$ cat config.mk
export PLATFORM = sky130hd
export DESIGN_NAME = stream_demux2
export DESIGN_NICKNAME = d
export VERILOG_FILES = /design/src/rtl/stream_demux2.sv
export SDC_FILE = /design/constraint.sdc
export NUM_CORES = 1
export LEC_CHECK = 0
export ABC_AREA = 1
export ABC_CLOCK_PERIOD_IN_PS = 1800
export BUFFER_PORTS_ARGS = -buffer_cell sky130_fd_sc_hd__buf_2
export CELL_PAD_IN_SITES_DETAIL_PLACEMENT = 1
export CELL_PAD_IN_SITES_GLOBAL_PLACEMENT = 1
export CORE_MARGIN = 3
export CORE_UTILIZATION = 34
export DETAILED_ROUTE_END_ITERATION = 10
export GPL_TIMING_DRIVEN = 0
export MAX_ROUTING_LAYER = met4
export PLACE_DENSITY_LB_ADDON = 0.1
export SETUP_SLACK_MARGIN = 0.02
export SLEW_MARGIN = 20
export SYNTH_ARGS = -nofsm -noshare
export SYNTH_HDL_FRONTEND = slang
export SYNTH_SLANG_ARGS = --single-unit
$ cat constraint.sdc
create_clock -name clk -period 1.8 [get_ports clk]
set_input_delay 0.27 -clock clk [delete_from_list [all_inputs] [get_ports clk]]
set_output_delay 0.27 -clock clk [all_outputs]
set_load 0.1 [all_outputs]
$ cat src/rtl/stream_demux2.sv
// -----------------------------------------------------------------------------
// stream_demux2
//
// Purpose:
//   Routes a packetised valid/ready stream to one of two output ports. The
//   destination comes from `sel` on the head beat of each packet. It then stays
//   locked until the beat carrying in_last has been accepted. Each output port
//   is a single registered entry. A beat accepted at one edge is therefore
//   visible on the target port after that edge. A port whose entry drains while
//   it is refilled still moves one beat per cycle.
//
// Ports:
//   clk                      sole clock, rising edge
//   rst_n                    asynchronous active-low reset
//   sel                      destination select, used on packet head only
//   in_valid / in_ready      upstream handshake
//   in_data  [WIDTH-1:0]     upstream payload
//   in_last                  upstream end-of-packet marker
//   out0_valid / out0_ready  port-0 handshake
//   out0_data / out0_last    port-0 payload and end-of-packet marker
//   out1_*                   same as out0_* for port 1
//   busy                     high while a multi-beat packet is mid-route
//   pkt_cnt0 / pkt_cnt1      16-bit saturating count of packets leaving each
//                            port. These ports exist only when the macro
//                            STREAM_DEMUX2_PKT_COUNT_EN is defined.
//
// Configuration macro: STREAM_DEMUX2_PKT_COUNT_EN
// -----------------------------------------------------------------------------
module stream_demux2 #(
    parameter int WIDTH = 8
) (
    input  logic             clk,
    input  logic             rst_n,
    input  logic             sel,
    input  logic             in_valid,
    output logic             in_ready,
    input  logic [WIDTH-1:0] in_data,
    input  logic             in_last,
    output logic             out0_valid,
    input  logic             out0_ready,
    output logic [WIDTH-1:0] out0_data,
    output logic             out0_last,
    output logic             out1_valid,
    input  logic             out1_ready,
    output logic [WIDTH-1:0] out1_data,
    output logic             out1_last,
    output logic             busy
`ifdef STREAM_DEMUX2_PKT_COUNT_EN
    ,
    output logic [15:0]      pkt_cnt0,
    output logic [15:0]      pkt_cnt1
`endif
);

    typedef enum logic [1:0] {
        IDLE   = 2'd0,
        ROUTE0 = 2'd1,
        ROUTE1 = 2'd2
    } state_t;

    state_t state_q;
    state_t state_d;

    logic tgt;      // current target port
    logic accept;   // upstream beat transfers at the next edge

    // Per-port views, indexed by port number
    logic             port_ready [2];
    logic             port_valid [2];
    logic [WIDTH-1:0] port_data  [2];
    logic             port_last  [2];

    assign port_ready[0] = out0_ready;
    assign port_ready[1] = out1_ready;

    // Target selection and upstream handshake. Only the target port's
    // occupancy matters, so a stalled non-target port never blocks input.
    always_comb begin
        case (state_q)
            ROUTE0:  tgt = 1'b0;
            ROUTE1:  tgt = 1'b1;
            default: tgt = sel;
        endcase
        in_ready = rst_n && (!port_valid[tgt] || port_ready[tgt]);
        accept   = in_valid && in_ready;
    end

    // Packet-lock FSM: a head beat without in_last locks onto its port and the
    // accepted last beat releases it. Single-beat packets never leave IDLE.
    always_comb begin
        state_d = state_q;
        if (accept) begin
            if (in_last) begin
                state_d = IDLE;
            end else begin
                state_d = tgt ? ROUTE1 : ROUTE0;
            end
        end
    end

    always_ff @(posedge clk or negedge rst_n) begin
        if (!rst_n) begin
            state_q <= IDLE;
        end else begin
            state_q <= state_d;
        end
    end

    assign busy = (state_q != IDLE);

    // One registered entry per output port
    for (genvar gi = 0; gi < 2; gi++) begin : g_port
        localparam logic PORT = (gi == 1);

        logic             valid_q, valid_d;
        logic [WIDTH-1:0] data_q,  data_d;
        logic             last_q,  last_d;
        logic             pop;
        logic             push;

        always_comb begin
            pop     = valid_q && port_ready[gi];
            push    = accept && (tgt == PORT);
            valid_d = valid_q;
            data_d  = data_q;
            last_d  = last_q;
            if (pop) begin
                valid_d = 1'b0;
            end
            // Refill wins over drain so a drain and refill in the same cycle
            // keeps the entry full and sustains one beat per cycle.
            if (push) begin
                valid_d = 1'b1;
                data_d  = in_data;
                last_d  = in_last;
            end
        end

        always_ff @(posedge clk or negedge rst_n) begin
            if (!rst_n) begin
                valid_q <= 1'b0;
                data_q  <= '0;
                last_q  <= 1'b0;
            end else begin
                valid_q <= valid_d;
                data_q  <= data_d;
                last_q  <= last_d;
            end
        end

        assign port_valid[gi] = valid_q;
        assign port_data[gi]  = data_q;
        assign port_last[gi]  = last_q;
    end

    assign out0_valid = port_valid[0];
    assign out0_data  = port_data[0];
    assign out0_last  = port_last[0];
    assign out1_valid = port_valid[1];
    assign out1_data  = port_data[1];
    assign out1_last  = port_last[1];

`ifdef STREAM_DEMUX2_PKT_COUNT_EN
    logic [15:0] pkt_cnt [2];

    for (genvar gi = 0; gi < 2; gi++) begin : g_cnt
        logic [15:0] cnt_q, cnt_d;

        // Counts packets leaving the port (last beat handed downstream).
        // The count saturates instead of wrapping.
        always_comb begin
            cnt_d = cnt_q;
            if (port_valid[gi] && port_ready[gi] && port_last[gi] && (cnt_q != 16'hFFFF)) begin
                cnt_d = cnt_q + 16'd1;
            end
        end

        always_ff @(posedge clk or negedge rst_n) begin
            if (!rst_n) begin
                cnt_q <= 16'd0;
            end else begin
                cnt_q <= cnt_d;
            end
        end

        assign pkt_cnt[gi] = cnt_q;
    end

    assign pkt_cnt0 = pkt_cnt[0];
    assign pkt_cnt1 = pkt_cnt[1];
`endif

endmodule

Yosys cells after proc, flatten, opt, wreduce, memory -nomap -nowiden
Cells that the tools add are included.

word-level totals
  flip-flop bits (word level) = 22
  input port bits = 15
  output and inout bits = 22
  word-level logic and storage cells = 36

cells by class
  $lt $le $gt $ge = 1
  eq/ne operators = 2
  mux-type cells = 13
  bitwise operators = 2
  reductions and logical operators = 11

operators with widths
  kind                  count
  $mux W1               10
  $logic_and A1 B1 Y1   6
  $reduce_bool A2 Y1    3
  $mux W2               2
  $eq A2 B1 Y1 const B  1
  $eq A2 B2 Y1 const B  1
  $ge A2 B2 Y1 const B  1
  $not A1 Y2            1
  $pmux W1 S2           1
  $logic_not A1 Y1      1
  $logic_or A1 B1 Y1    1
  $not A1 Y1            1

Depth between registers and ports, before layout
  word-level depth = 12
  depth in mapped cells = 10
  gate-level depth less buffers = 10

Worst setup path before layout
Ideal clock, no wire load.

  path type = register to output
  from = register g_port[0].valid_q (netlist: out0_valid)
  to = output port in_ready
  data arrival time = 1.574 ns
  required time = 1.530 ns
  setup slack = -0.044 ns
  stages on the path, launching flop included = 7
  path buffers = 1
  cell sequence = dfrtp_1 > inv_1 > nor2_1 > nand3_2 > nand2_1 > nor2_4 > buf_6

on the way
  longest elaborated chain between the ends = 6

ends and longest elaborated chain
  element                                     line  RTL
  start, declared                             115   logic valid_q, valid_d;
  start signal, assigned                      145   valid_q <= valid_d;
  $mux W1 (implied by the code) (3 in a row)  84    in_ready = rst_n && (!port_valid[tgt] || port_ready[tgt]);
  $logic_not A1 Y1                            84
  $logic_or A1 B1 Y1                          84
  $logic_and A1 B1 Y1                         84
  end, declared                               36    output logic in_ready,

Every way passes these cells. The select of a mux whose other input is x is not followed.

Worst setup path after layout
  from = register state_q[0]
  to = output port in_ready

on the way
  longest elaborated chain between the ends = 9
  elaborated cells on any way between the ends = 13
  classes of those cells = eq/ne: 2; mux: 7; bitwise: 1; reduce/logical: 3

ends and longest elaborated chain
  element                                              line  RTL
  start, declared                                      61    state_t state_q;
  start signal, assigned                               105   state_q <= state_d;
  $eq A2 B2 Y1 / $eq A2 B1 Y1 (equally long branches)  79    case (state_q)
  $pmux W1 S2 (*)                                      79
  $not A1 Y2 (implied by the code) (*)                 84
  $mux W1 (implied by the code) (3 in a row)           84
  $logic_not A1 Y1                                     84
  $logic_or A1 B1 Y1 (*)                               84
  $logic_and A1 B1 Y1 (*)                              84

Mark *: on every way between the ends. The rest lies on a longest branch, timed or not. The select of a mux whose other input is x is not followed.

==> flow_summary.json <==
{
  "dieArea_um2": 3630,
  "start_util": 0.359,
  "drive_above_1_share": 0.420,
  "layout_common_cells": "buf_2 (39), nand2_1 (31), dfrtp_1 (20), inv_1 (14), o21ai_1 (11)",
  "chipHeight_um": 60.2,
  "violations": "setup timing",
  "fin_crit_ns": 1.99,
  "clkTransAtPathRegs_ns": 0.12,
  "grt_max_degree": 23,
  "die_w_um": 60.2,
  "drtIter0Drc": 21,
  "cts_tree": "built",
  "drv_cap": 0,
  "drt-total-wl_um": 2570,
  "netlist_top_cells_area": "dfrtp_1 (55%), nand2_1 (12%), inv_1 (6.4%)",
  "synth_top_area_frac": 0.551,
  "syn2layout_area_growth_pct": 35.0,
  "hpwl_um": 1800,
  "syn_area_um2": 1000,
  "final.setup_skew_ns": 0.00255,
  "clk_latency_ns": 0.30,
  "ctsRootBufferMaster": "clkbuf_4",
  "final_common_cell": "buf_2",
  "synthesis.nets": 128,
  "yosysWarnings": 0,
  "htreeDepth": 1,
  "fin_nets": 176,
  "cts_buffers": 3,
  "timing.setup.tns_ns": -0.189,
  "setup_viol": 1,
  "rsz0062_at_grt": "yes",
  "crit_type": "reg -> out",
  "place_congestion": 0.692,
  "clock-sinks": 22,
  "grt_pass1_vias": 942,
  "stdcell_area_um2": 1350,
  "grt_pass1_wl_um": 4170,
  "ios": 37,
  "worst_pin_slew_ns": 0.511,
  "wl_per_cell_um": 13.7,
  "synth_area_per_cell_um2": 9.01,
  "drtAntennaViolNets": 0,
  "core-area_um2": 2780,
  "critPathLaunchType": "flip-flop",
  "slew-limit-headroom": 0.660,
  "slew_violations": 0,
  "overflow": 0,
  "arrival_ns": 1.72,
  "synth.ff_latch_count": 22,
  "fmax_mhz": 503,
  "synth.distinct_cells": 17,
  "layout_setup_ws_ns": -0.189,
  "num_vias": 903,
  "yosysSeqAreaShare": 0.551,
  "placed_cell_area_um2": 1220,
  "drc_errors": 0,
  "dr.pass1.iters": 4,
  "cp_max_fo": 2,
  "end_kind": "output port",
  "cp.required_ns": 1.53,
  "rows": 19,
  "hold_viol": 0,
  "grt_use_total": 0.163,
  "clk_path_buf_depth": 2,
  "rr_worst_depth": 10,
  "yosysTopAreaCell": "dfrtp_1",
  "n_antenna_cell": 0,
  "post-place-ws_ns": -0.236,
  "io_buffers": 36,
  "antenna_found_initial": 0,
  "final_core_util": 0.485,
  "viasPerCell": 4.80,
  "status": "finished with violations",
  "hold_class": "in -> async",
  "syn_inst": 111,
  "post-route-period-util": 1.10
}
## sequential cells by signal (all words and copies together), names as in the netlist
signal      cells
out1_valid      1
out1_data       8
out0_last       1
out1_last       1
state_q         2
out0_valid      1
out0_data       8
## layer usage
layer | vias up | part of all wire | global-route usage
li1 | 444 | - | -
met1 | 440 | 0.41 | 0.193
met2 | 17 | 0.54 | 0.273
met3 | 2 | 0.047 | 0.0259
met4 | 0 | 0.0074 | 0.0665
met5 | - | 0 | -
## metrics by stage
stage | cells | hold slack, ns
global route | 188 | 0.102
detailed placement | 178 | 0.282
global placement | 178 | 0.280
finish | 188 | 0.0674
floorplan | 111 | -0.0256
CTS | 188 | 0.117
## synthesized netlist by cell type, drive strengths merged
cell type,count
clkbuf,1
nand4,11
nor2,3
ha,2
dfrtp,22
a21oi,1
o21ai,13
nand2,35
and2,1
inv,17
nand3,1
buf,4
## worst paths after layout
| check | from | end | slack, ns |
|---|---|---|---|
| worst max-delay path | state_q[0] | in_ready | -0.19 |
| worst min-delay path | rst_n | out1_valid | 0.07 |
| worst max register to register | state_q[0] | out1_data[6] | 0.05 |
| worst min register to register | out1_data[0] | out1_data[0] | 0.48 |
| max in group asynchronous | rst_n | out0_valid | 1.36 |
| min in group clk | out1_ready | out1_valid | 0.14 |
## kinds of logic (layout without fill, tap and decap cells)
logic type,Yosys count,in the layout,share of synthesized area
AOI/OAI and AO/OA,14,14,0.0701
buffers and inverters,22,68,0.0951
DFF,22,22,0.551
adders and majority gates,2,2,0.0250
and+or+nand+nor,51,51,0.259
## worst max-delay path, cell delays in order, from the launching register on
cell,delay (ns)
dfrtp_1,0.39
inv_2,0.06
ha_4,0.28
inv_2,0.04
nand2_4,0.07
nand2_4,0.05
and2_4,0.14
nor2_4,0.09
buf_6,0.12
buf_12,0.16
## what timing repair did
| item | 4_1_cts | 5_1_grt |
|---|---|---|
| endpoints found under the setup margin | 1 | 11 |
| setup buffers | 6 | 0 |
| gates resized for setup | 13 | 1 |
| pin swaps | 4 | 2 |
| hold endpoints to repair | 22 | 0 |
| hold buffers | 1 | 0 |
## final cells by class
cell class | instances | area, µm²
inverters | 17 | 63.8
clock buffers | 3 | 22.5
multi-input cells | 67 | 395
well taps | 31 | 38.8
plain buffers | 5 | 31.3
flip-flops and latches | 22 | 553
fillers | 352 | 1430
repair buffers | 43 | 245
Power is not shown: default switching activity piles up to over one toggle a cycle in this logic, so the estimate is an artifact.
